<file path="config.mk">
export PLATFORM = sky130hd
export DESIGN_NAME = pcie_dma_rd_packer
export DESIGN_NICKNAME = d
export VERILOG_FILES = /design/src/rtl/pcie_dma_rd_packer.sv
export SDC_FILE = /design/constraint.sdc
export NUM_CORES = 1
export LEC_CHECK = 0
export ABC_CLOCK_PERIOD_IN_PS = 6200
export CORE_ASPECT_RATIO = 0.5
export CORE_MARGIN = 2
export CORE_UTILIZATION = 44
export CTS_BUF_LIST = sky130_fd_sc_hd__clkbuf_16
export DETAILED_ROUTE_END_ITERATION = 10
export PLACE_DENSITY = 0.88
export SYNTH_ARGS = -nofsm -noshare
export SYNTH_HDL_FRONTEND = slang
export SYNTH_SLANG_ARGS = --single-unit
</file>
<file path="constraint.sdc">
create_clock -name rd_clk -period 6.2 [get_ports rd_clk]
set_input_delay 1.86 -clock rd_clk [delete_from_list [all_inputs] [get_ports rd_clk]]
set_output_delay 1.86 -clock rd_clk [all_outputs]
set_load 0.02 [all_outputs]
</file>
<file path="src/rtl/pcie_dma_rd_packer.sv">
// Packs prefetch-FIFO words into 4KB-safe TX bursts; beats pass through combinationally, one CALC cycle per burst.
// Backpressure: tx_ready low holds the head beat stable and suppresses fifo_rd_en; FIFO empty pauses the burst.
module pcie_dma_rd_packer #(
    parameter int BURST_BEATS = 16
) (
    input  logic         rd_clk,
    input  logic         rd_rst,
    input  logic         start,
    input  logic [31:0]  cfg_base_addr,
    input  logic [15:0]  cfg_total_beats,
    output logic         busy,
    output logic         done,
    output logic         fifo_rd_en,
    input  logic         fifo_rd_vld,
    input  logic [127:0] fifo_rd_data,
    output logic         tx_valid,
    input  logic         tx_ready,
    output logic [127:0] tx_data,
    output logic         tx_sop,
    output logic         tx_eop,
    output logic [31:0]  tx_addr,
    output logic [8:0]   tx_len
);

    typedef enum logic [1:0] {
        ST_IDLE,
        ST_CALC,
        ST_DATA,
        ST_FIN
    } state_t;

    localparam logic [16:0] BURST_CAP = 17'(BURST_BEATS);

    state_t      state_q, state_d;
    logic [31:0] cur_addr_q, cur_addr_d;
    logic [15:0] remaining_q, remaining_d;
    logic [8:0]  beat_cnt_q, beat_cnt_d;
    logic [8:0]  tx_len_q, tx_len_d;
    logic [31:0] tx_addr_q, tx_addr_d;
    logic        busy_q, busy_d;
    logic        done_q, done_d;

    logic        in_data;
    logic        beat_fire;
    logic        last_beat;
    logic [12:0] page_bytes;
    logic [16:0] len_cand;
    logic [8:0]  burst_len;

    assign in_data   = (state_q == ST_DATA);
    assign beat_fire = in_data & fifo_rd_vld & tx_ready;
    assign last_beat = (beat_cnt_q == (tx_len_q - 9'd1));

    // Bytes left before the next 4KB page; cur_addr is always 16-byte aligned.
    assign page_bytes = 13'h1000 - {1'b0, cur_addr_q[11:0]};

    always_comb begin
        len_cand = {1'b0, remaining_q};
        if (BURST_CAP < len_cand) begin
            len_cand = BURST_CAP;
        end
        if ({8'd0, page_bytes[12:4]} < len_cand) begin
            len_cand = {8'd0, page_bytes[12:4]};
        end
        burst_len = len_cand[8:0];
    end

    always_comb begin
        state_d     = state_q;
        cur_addr_d  = cur_addr_q;
        remaining_d = remaining_q;
        beat_cnt_d  = beat_cnt_q;
        tx_len_d    = tx_len_q;
        tx_addr_d   = tx_addr_q;

        unique case (state_q)
            ST_IDLE: begin
                if (start) begin
                    cur_addr_d  = {cfg_base_addr[31:4], 4'h0};
                    remaining_d = cfg_total_beats;
                    state_d     = ST_CALC;
                end
            end
            ST_CALC: begin
                if (remaining_q == 16'd0) begin
                    state_d = ST_FIN;
                end else begin
                    tx_len_d   = burst_len;
                    tx_addr_d  = cur_addr_q;
                    beat_cnt_d = 9'd0;
                    state_d    = ST_DATA;
                end
            end
            ST_DATA: begin
                if (beat_fire) begin
                    beat_cnt_d = beat_cnt_q + 9'd1;
                    if (last_beat) begin
                        cur_addr_d  = cur_addr_q + {19'd0, tx_len_q, 4'h0};
                        remaining_d = remaining_q - {7'd0, tx_len_q};
                        state_d     = ST_CALC;
                    end
                end
            end
            ST_FIN: begin
                state_d = ST_IDLE;
            end
            default: begin
                state_d = ST_IDLE;
            end
        endcase

        busy_d = (state_d == ST_CALC) || (state_d == ST_DATA);
        done_d = (state_d == ST_FIN);
    end

    always_ff @(posedge rd_clk or posedge rd_rst) begin
        if (rd_rst) begin
            state_q     <= ST_IDLE;
            cur_addr_q  <= 32'd0;
            remaining_q <= 16'd0;
            beat_cnt_q  <= 9'd0;
            tx_len_q    <= 9'd0;
            tx_addr_q   <= 32'd0;
            busy_q      <= 1'b0;
            done_q      <= 1'b0;
        end else begin
            state_q     <= state_d;
            cur_addr_q  <= cur_addr_d;
            remaining_q <= remaining_d;
            beat_cnt_q  <= beat_cnt_d;
            tx_len_q    <= tx_len_d;
            tx_addr_q   <= tx_addr_d;
            busy_q      <= busy_d;
            done_q      <= done_d;
        end
    end

    assign busy       = busy_q;
    assign done       = done_q;
    assign tx_valid   = in_data & fifo_rd_vld;
    assign fifo_rd_en = beat_fire;
    assign tx_data    = fifo_rd_data;
    assign tx_sop     = in_data & (beat_cnt_q == 9'd0);
    assign tx_eop     = in_data & last_beat;
    assign tx_addr    = tx_addr_q;
    assign tx_len     = tx_len_q;

endmodule
</file>
=== After elaboration in Yosys (flattened, before gate mapping) ===
Cells that the tools add are included.

* Output and inout port bits: 175
* Bits in read-only memories: 0
* Logic and storage cells: 58
* Memories kept: 0
* Latch bits: 0
* Input bits: 181
* Register bits: 102
* RAM bits: 0

* Add/subtract/negate cells: 5
* Reduce and logical (&&, ||, !) cells: 9
* Equality and inequality tests: 11
* Mux-type cells: 18
* Divide/modulo/power cells: 0
* Multiply operators: 0
* Bitwise gates (word level): 5
* Shift-type cells: 0
* $lt $le $gt $ge: 2

{| class="wikitable"
|+ Operators with widths
! cell !! count
|-
| 2-to-1 mux 32 bit || 3
|-
| 2-to-1 mux 16 bit || 4
|-
| one-hot mux 32 bit (2 select lines) || 1
|-
| adder 32 x 13 -> 32 bit || 1
|-
| one-hot mux 16 bit (2 select lines) || 1
|-
| 2-to-1 mux 9 bit || 3
|-
| one-hot mux 9 bit (2 select lines) || 1
|-
| logical NOT 16 bit || 1
|-
| < comparator 5 x 16 -> 1 bit (first input constant) || 1
|-
| < comparator 9 x 16 -> 1 bit || 1
|-
| subtractor 16 x 9 -> 16 bit || 1
|-
| subtractor 13 x 12 -> 13 bit (first input constant) || 1
|-
| adder 9 x 1 -> 9 bit (second input constant) || 1
|-
| == test 9 bit || 1
|-
| logical NOT 9 bit || 1
|-
| subtractor 9 x 1 -> 9 bit (second input constant) || 1
|-
| == test 2 bit (second input constant) || 4
|-
| one-hot mux 2 bit (4 select lines) || 1
|-
| 2-to-1 mux 2 bit || 3
|-
| != test 2 bit (second input constant) || 3
|-
| AND 1 bit || 4
|-
| == test 2 x 1 -> 1 bit (second input constant) || 2
|-
| AND reduction 4 bit || 1
|-
| nonzero test 2 bit || 2
|-
| other kinds (7) || 7
|}

=== Logic depth before layout (Yosys ltp) ===
Gate-level depths: netlist of the first run.

* Depth in word-level cells: 7
* Gate-level depth with buffers: 13

=== Least setup slack after synthesis of the first run ===
Ideal clock, no wire load.

* Path type: input port to output port
* Start point: input fifo_rd_vld
* End point: output fifo_rd_en
* Arrival: 2,445 ps
* Path buffers: 0
* Data required time: 4,340 ps
* Stages on the path: 3
* Setup slack: 1,895 ps
* Cells stage by stage: and2_1 > nand2_1 > inv_1

* Cells in the longest elaborated chain, start to end: 2

{| class="wikitable"
|+ Ends and longest elaborated chain
! item !! RTL line !! RTL
|-
| from (decl) || 14 || <nowiki>input logic fifo_rd_vld,</nowiki>
|-
| AND 1 bit (2 in series) || 51 || <nowiki>assign beat_fire = in_data & fifo_rd_vld & tx_ready;</nowiki>
|-
| to (decl) || 13 || <nowiki>output logic fifo_rd_en,</nowiki>
|}

Every way passes these cells.

=== Worst setup path after layout of the first run ===
Same ends and word-level chain as after synthesis.

==> qor.yml, run 1 <==
clock_tree:
  cts_tree: "yes"
  cts_root_buf: "clkbuf_16"
  hold_buffers: 0
  htreeDepth: 3
  cts_buffers: 9
  ctsResizeCount: 0
  clkLatencyLatePin_ns: 0.35
  path_clk_slew_ns: 0.07
  cts_setup_buffers: 0
  cts.path.max_buffers: 2
  cts.sinks: 94
floorplan:
  core_mm2: 0.0154
  fp.dieW_um: 182
  start_util_pct: 45.0
  pin_count: 356
  rows: 32
  die_area_mm2: 0.0169
  die_height_um: 92.8
yosys:
  netlist_instances: 803
  synth-main-ff-cell: "dfrtp_1"
  yosys_warnings: 0
  syn_area_per_cell_um2: 8.64
  synth.cell_area_mm2: 0.00694
  async_flop_share_pct: 100
  synth.yosys.seq_area_share_pct: 33.9
  synth_seq_cells: 94
  synth_edf_count: 0
  ys_types: 64
detailed_routing:
  first_pass_iters: 5
  dr.first_iter.drc_count: 400
  wl_per_cell_um: 19.6
  drc_errors: 0
  ant_nets: 0
  routed_wl_um: 18800
  vias: 5462
  post_drt_via_cell_ratio: 5.70
grt:
  grt_pass1_wl_um: 29300
  first_global_vias: 5304
  grt_max_degree: 73
  overflow: 0
  track_usage_pct: 22.1
  grt_antenna_before_repair: 0
power_and_ir_drop:
  power.density_mw_per_mm2: 180
  peakVddDrop_uv: 105
  leakagePower_nw: 3.18
  finalPower_w: 0.00132
outcome:
  status: "finished, final reports clean"
cells_and_area:
  nFillCells: 1376
  finalInstanceArea_mm2: 0.00733
  nets: 965
  seq_area_mm2: 0.00235
  layout-drive-gt1-share_pct: 9.40
  layout_common_cells: "dfrtp_1 (94), clkdlybuf4s50_1 (91), nor2_1 (66)"
  n_antenna_cell: 0
  multiInputGateArea_mm2: 0.00339
  area_growth_pct: 5.61
  final_common_cell: "dfrtp_1"
hold_path:
  worstHoldPathType: "reg2reg"
  hold_depth: 1
setup_path:
  endpoint_kind: "output port"
  cp_max_fo: 6
  path_class: "in2out"
  worst-endpoint-arrival_ns: 3.34
  rrSetupSlack_ns: 2.55
  start_kind: "input pin"
  required_ns: 4.34
  worstRegToRegCells: 12
place:
  numPortBuffers: 91
  globalplace.congestion: 0.864
  dpl_cell_area_mm2: 0.00704
  dp_hpwl_um: 14300
timing:
  hold_viol: 0
  fmax_mhz: 192
  relSlewSlack_pct: 24.4
  min_period_over_period_pct: 83.8
  setup_tns_ns: 0
  slew_violations: 0
  worstMarginPinSlew_ns: 1.13
  period_needed_ns: 5.20
  fin_skew_ns: 0.00864
  rsz0062_at_grt: "false"
  finalSetupViolCount: 0
job:
  drv_cap: 0
## cells by family after synthesis
family,count (synthesis),share of synthesized area [%]
AOI/OAI and AO/OA,197,18.0
xor gates and xnor gates,25,3.15
muxes,28,4.54
other,2,0.108
DFF,94,33.9
adders and majority gates,34,6.34
and+or+nand+nor,231,16.1
buffers and inverters,192,17.9
## through the flow
stage          util [%]  cells  hold slack [ns]  setup slack, ns
6_report           47.6    959            0.509             1.00
3_5_place_dp       45.7    943            0.498            0.991
5_1_grt            47.6    959            0.523            0.900
2_1_floorplan         -    809            0.466             1.89
4_1_cts            47.6    959            0.512            0.991
3_3_place_gp       45.7    943            0.492             1.02
## cells in the mapped netlist, drive strengths merged (14+ instances only)
library cell	n	area (um^2)
nand3	18	90.1
o21ai	46	241
xor2	15	131
buf	148	1070
nand2	65	244
mux2	28	315
inv	26	97.6
a31oi	20	140
a21oi	65	329
nor2	66	248
nor3	14	75.1
dfrtp	94	2350
ha	32	400
clkbuf	18	68.8
## worst max-delay path, cell delays in order
cell             delay (ns)
clkdlybuf4s50_1        0.44
and2_1                 0.13
nand2_1                0.11
inv_1                  0.16
clkdlybuf4s50_1        0.64
## routing by layer
layer / wire, um / global-route usage, % / part of all wire, %
met2: 9680 / 40.5 / 51
met3: 1970 / 8.85 / 10
met1: 6860 / 23.9 / 36
met5: 0 / 0 / 0
met4: 304 / 5.56 / 1.6
## worst paths after layout
kind                                  from             end
max                            fifo_rd_vld      fifo_rd_en
min                            tx_addr[17]     tx_addr[17]
max reg2reg                remaining_q[11]       tx_len[3]
min reg2reg                    tx_addr[17]     tx_addr[17]
max in group asynchronous           rd_rst  cur_addr_q[15]
min in group asynchronous           rd_rst   beat_cnt_q[5]
## power by group
part           switching [W]  internal, W
clock               0.000268     0.000282
combinational      0.0000568    0.0000612
sequential         0.0000284     0.000626
## area by class of cell
cell class,count,area share [%]
clock buffers,9,3.07
clock inverters,7,0.870
inverters,26,1.35
multi-input cells,523,46.2
flip-flops and latches,94,32.1
well taps,204,3.48
repair buffers,96,12.9
## state kept, by name (all words and copies together), names as in the netlist
| register | count |
|---|---|
| cur_addr_q | 28 |
| tx_addr | 28 |
| remaining_q | 16 |
| beat_cnt_q | 9 |
| tx_len | 9 |
| state_q | 2 |
| busy | 1 |
| done | 1 |
(Power assumes the default switching activity.)
==> inputs of run 2 (changes only) <==
==> config.mk (replaced) <==
export PLATFORM = sky130hd
export DESIGN_NAME = pcie_dma_rd_packer
export DESIGN_NICKNAME = d
export VERILOG_FILES = /design/src/rtl/pcie_dma_rd_packer.sv
export SDC_FILE = /design/constraint.sdc
export NUM_CORES = 1
export LEC_CHECK = 0
export ABC_CLOCK_PERIOD_IN_PS = 4890
export CORE_ASPECT_RATIO = 0.5
export CORE_MARGIN = 2
export CORE_UTILIZATION = 41
export CTS_BUF_LIST = sky130_fd_sc_hd__clkbuf_16
export DETAILED_ROUTE_END_ITERATION = 10
export PLACE_DENSITY = 0.82
export SYNTH_ARGS = -nofsm -noshare
export SYNTH_HDL_FRONTEND = slang
export SYNTH_SLANG_ARGS = --single-unit
==> constraint.sdc (replaced) <==
create_clock -name rd_clk -period 4.89 [get_ports rd_clk]
set_input_delay 1.467 -clock rd_clk [delete_from_list [all_inputs] [get_ports rd_clk]]
set_output_delay 1.467 -clock rd_clk [all_outputs]
set_load 0.02 [all_outputs]
==> run 2 against run 1 <==
Effect of this change:
- clock power increased by 24%
- setup slack worse by 0.80 ns
- clock skew is 0.0017 ns higher
- worst hold slack better by 0.0037 ns
- cell area is 0.56% higher
- critical path type is now reg2out
- critical endpoint is now tx_eop
- largest cell class unchanged
- largest power group unchanged
- highest routed layer unchanged
==> qor.yml, run 2 (synthesized netlist as in run 1, its figures left out) <==
floorplan:
  start_util_pct: 42.1
  core_mm2: 0.0165
  pin_count: 356
  die_height_um: 96.0
  rows: 33
  die_area_mm2: 0.0181
  fp.dieW_um: 188
power_and_ir_drop:
  power.density_mw_per_mm2: 225
  leakagePower_nw: 3.18
  finalPower_w: 0.00166
  peakVddDrop_uv: 152
grt:
  overflow: 0
  grt_max_degree: 73
  track_usage_pct: 20.5
  grt_pass1_wl_um: 28900
  first_global_vias: 5289
  grt_antenna_before_repair: 0
timing:
  relSlewSlack_pct: 20.4
  slew_violations: 0
  min_period_over_period_pct: 95.7
  finalSetupViolCount: 0
  hold_viol: 0
  rsz0062_at_grt: "false"
  setup_tns_ns: 0
  fin_skew_ns: 0.0104
  period_needed_ns: 4.68
  worstMarginPinSlew_ns: 1.19
  fmax_mhz: 214
place:
  globalplace.congestion: 0.881
  place_inst: 967
  dp_hpwl_um: 14300
  numPortBuffers: 91
clock_tree:
  cts_setup_buffers: 0
  cts.path.max_buffers: 2
  cts_tree: "yes"
  ctsResizeCount: 0
  hold_buffers: 0
  clkLatencyLatePin_ns: 0.35
  cts_buffers: 9
  cts_root_buf: "clkbuf_16"
  htreeDepth: 3
  cts.sinks: 94
  path_clk_slew_ns: 0.07
cells_and_area:
  seq_area_mm2: 0.00235
  nets: 966
  area_growth_pct: 6.20
  fin_cells: 983
  n_antenna_cell: 0
  layout-drive-gt1-share_pct: 9.39
  layout_common_cells: "dfrtp_1 (94), clkdlybuf4s50_1 (91), nor2_1 (66)"
  final_common_cell: "dfrtp_1"
  multiInputGateArea_mm2: 0.00339
  nFillCells: 1553
detailed_routing:
  wl_per_cell_um: 19.2
  dr.first_iter.drc_count: 335
  ant_nets: 0
  drc_errors: 0
  post_drt_via_cell_ratio: 5.67
  vias: 5570
  routed_wl_um: 18900
  first_pass_iters: 6
hold_path:
  worstHoldPathType: "reg2reg"
setup_path:
  endpoint_kind: "output port"
  crit_family: "buffers and inverters"
  path_cells: "inv_1 > ha_1 > nor2b_1 > nand2_1 > o311ai_1 > o22ai_2 > nor4_1 > clkdlybuf4s50_1"
  cp_max_fo: 7
  required_ns: 3.42
  max_stage_delay_ns: 0.65
  path_class: "reg2out"
  worst-endpoint-arrival_ns: 3.21
  path_buf_inv: 2
  rrSetupSlack_ns: 1.28
  worst_path_max_delay_cell: "clkdlybuf4s50_1"
  start_kind: "flop"
job:
  drv_cap: 0
outcome:
  status: "finished, final reports clean"
[run 2: cell types whose count changed in the layout (fill, tap and decap cells not counted)]
cell	delta
clkinv_1	+1
clkinv_2	-1
buf_12	+1
inv_8	-3
inv_6	+2
clkinvlp_4	-1
clkinv_4	+2
[run 2: worst register-to-register path: cells and delay by family (launching register included)]
family                     cells  cell delay (ns)
and+or+nand+nor                7             1.77
DFF                            1             0.42
AOI/OAI and AO/OA              4             1.04
adders and majority gates      1             0.20
[run 2: metrics by stage]
stage	hold WS (ns)	utilization (%)	instance area [um^2]	setup slack, ns
3_5_place_dp	0.500	43.0	7090	0.484
4_1_cts	0.517	44.7	7370	0.271
6_report	0.513	44.7	7370	0.209
5_1_grt	0.520	44.7	7370	0.00654
3_3_place_gp	0.493	43.0	7090	0.490
2_1_floorplan	0.466	-	6960	0.974
[run 2: path summary, 6_finish.rpt]
path / cells past startpoint / from / end
hold reg to reg: 1 / tx_addr[11] / tx_addr[11]
hold / removal: 1 / tx_addr[11] / tx_addr[11]
setup reg to reg: 12 / remaining_q[11] / tx_len[3]
setup / recovery: 8 / tx_len[1] / tx_eop
max in group asynchronous: 3 / rd_rst / beat_cnt_q[7]
min in group asynchronous: 2 / rd_rst / tx_addr[23]
[run 2: where the power goes]
part / switching (W) / internal, W / total [W] / leakage, nW
Clock: 0.000331 / 0.000352 / 0.000682 / 0.138
Sequential: 0.0000354 / 0.000794 / 0.000830 / 1.24
Combinational: 0.0000725 / 0.0000779 / 0.000150 / 1.81
Total: 0.000438 / 0.00122 / 0.00166 / 3.18
[run 2: final cells by class]
cell class	count	share of cell area [%]
flip-flops and latches	94	31.9
clock inverters	7	0.764
inverters	26	1.34
clock buffers	9	3.05
well taps	227	3.85
multi-input cells	523	45.9
repair buffers	97	13.1
[run 2: layer usage]
metal	global-route usage, %	part of all wire, %	vias up
met2	37.6	50	290
met1	22.1	36	2632
met5	0	0	-
li1	-	-	2589
met3	7.44	10	59
met4	7.55	3.1	0
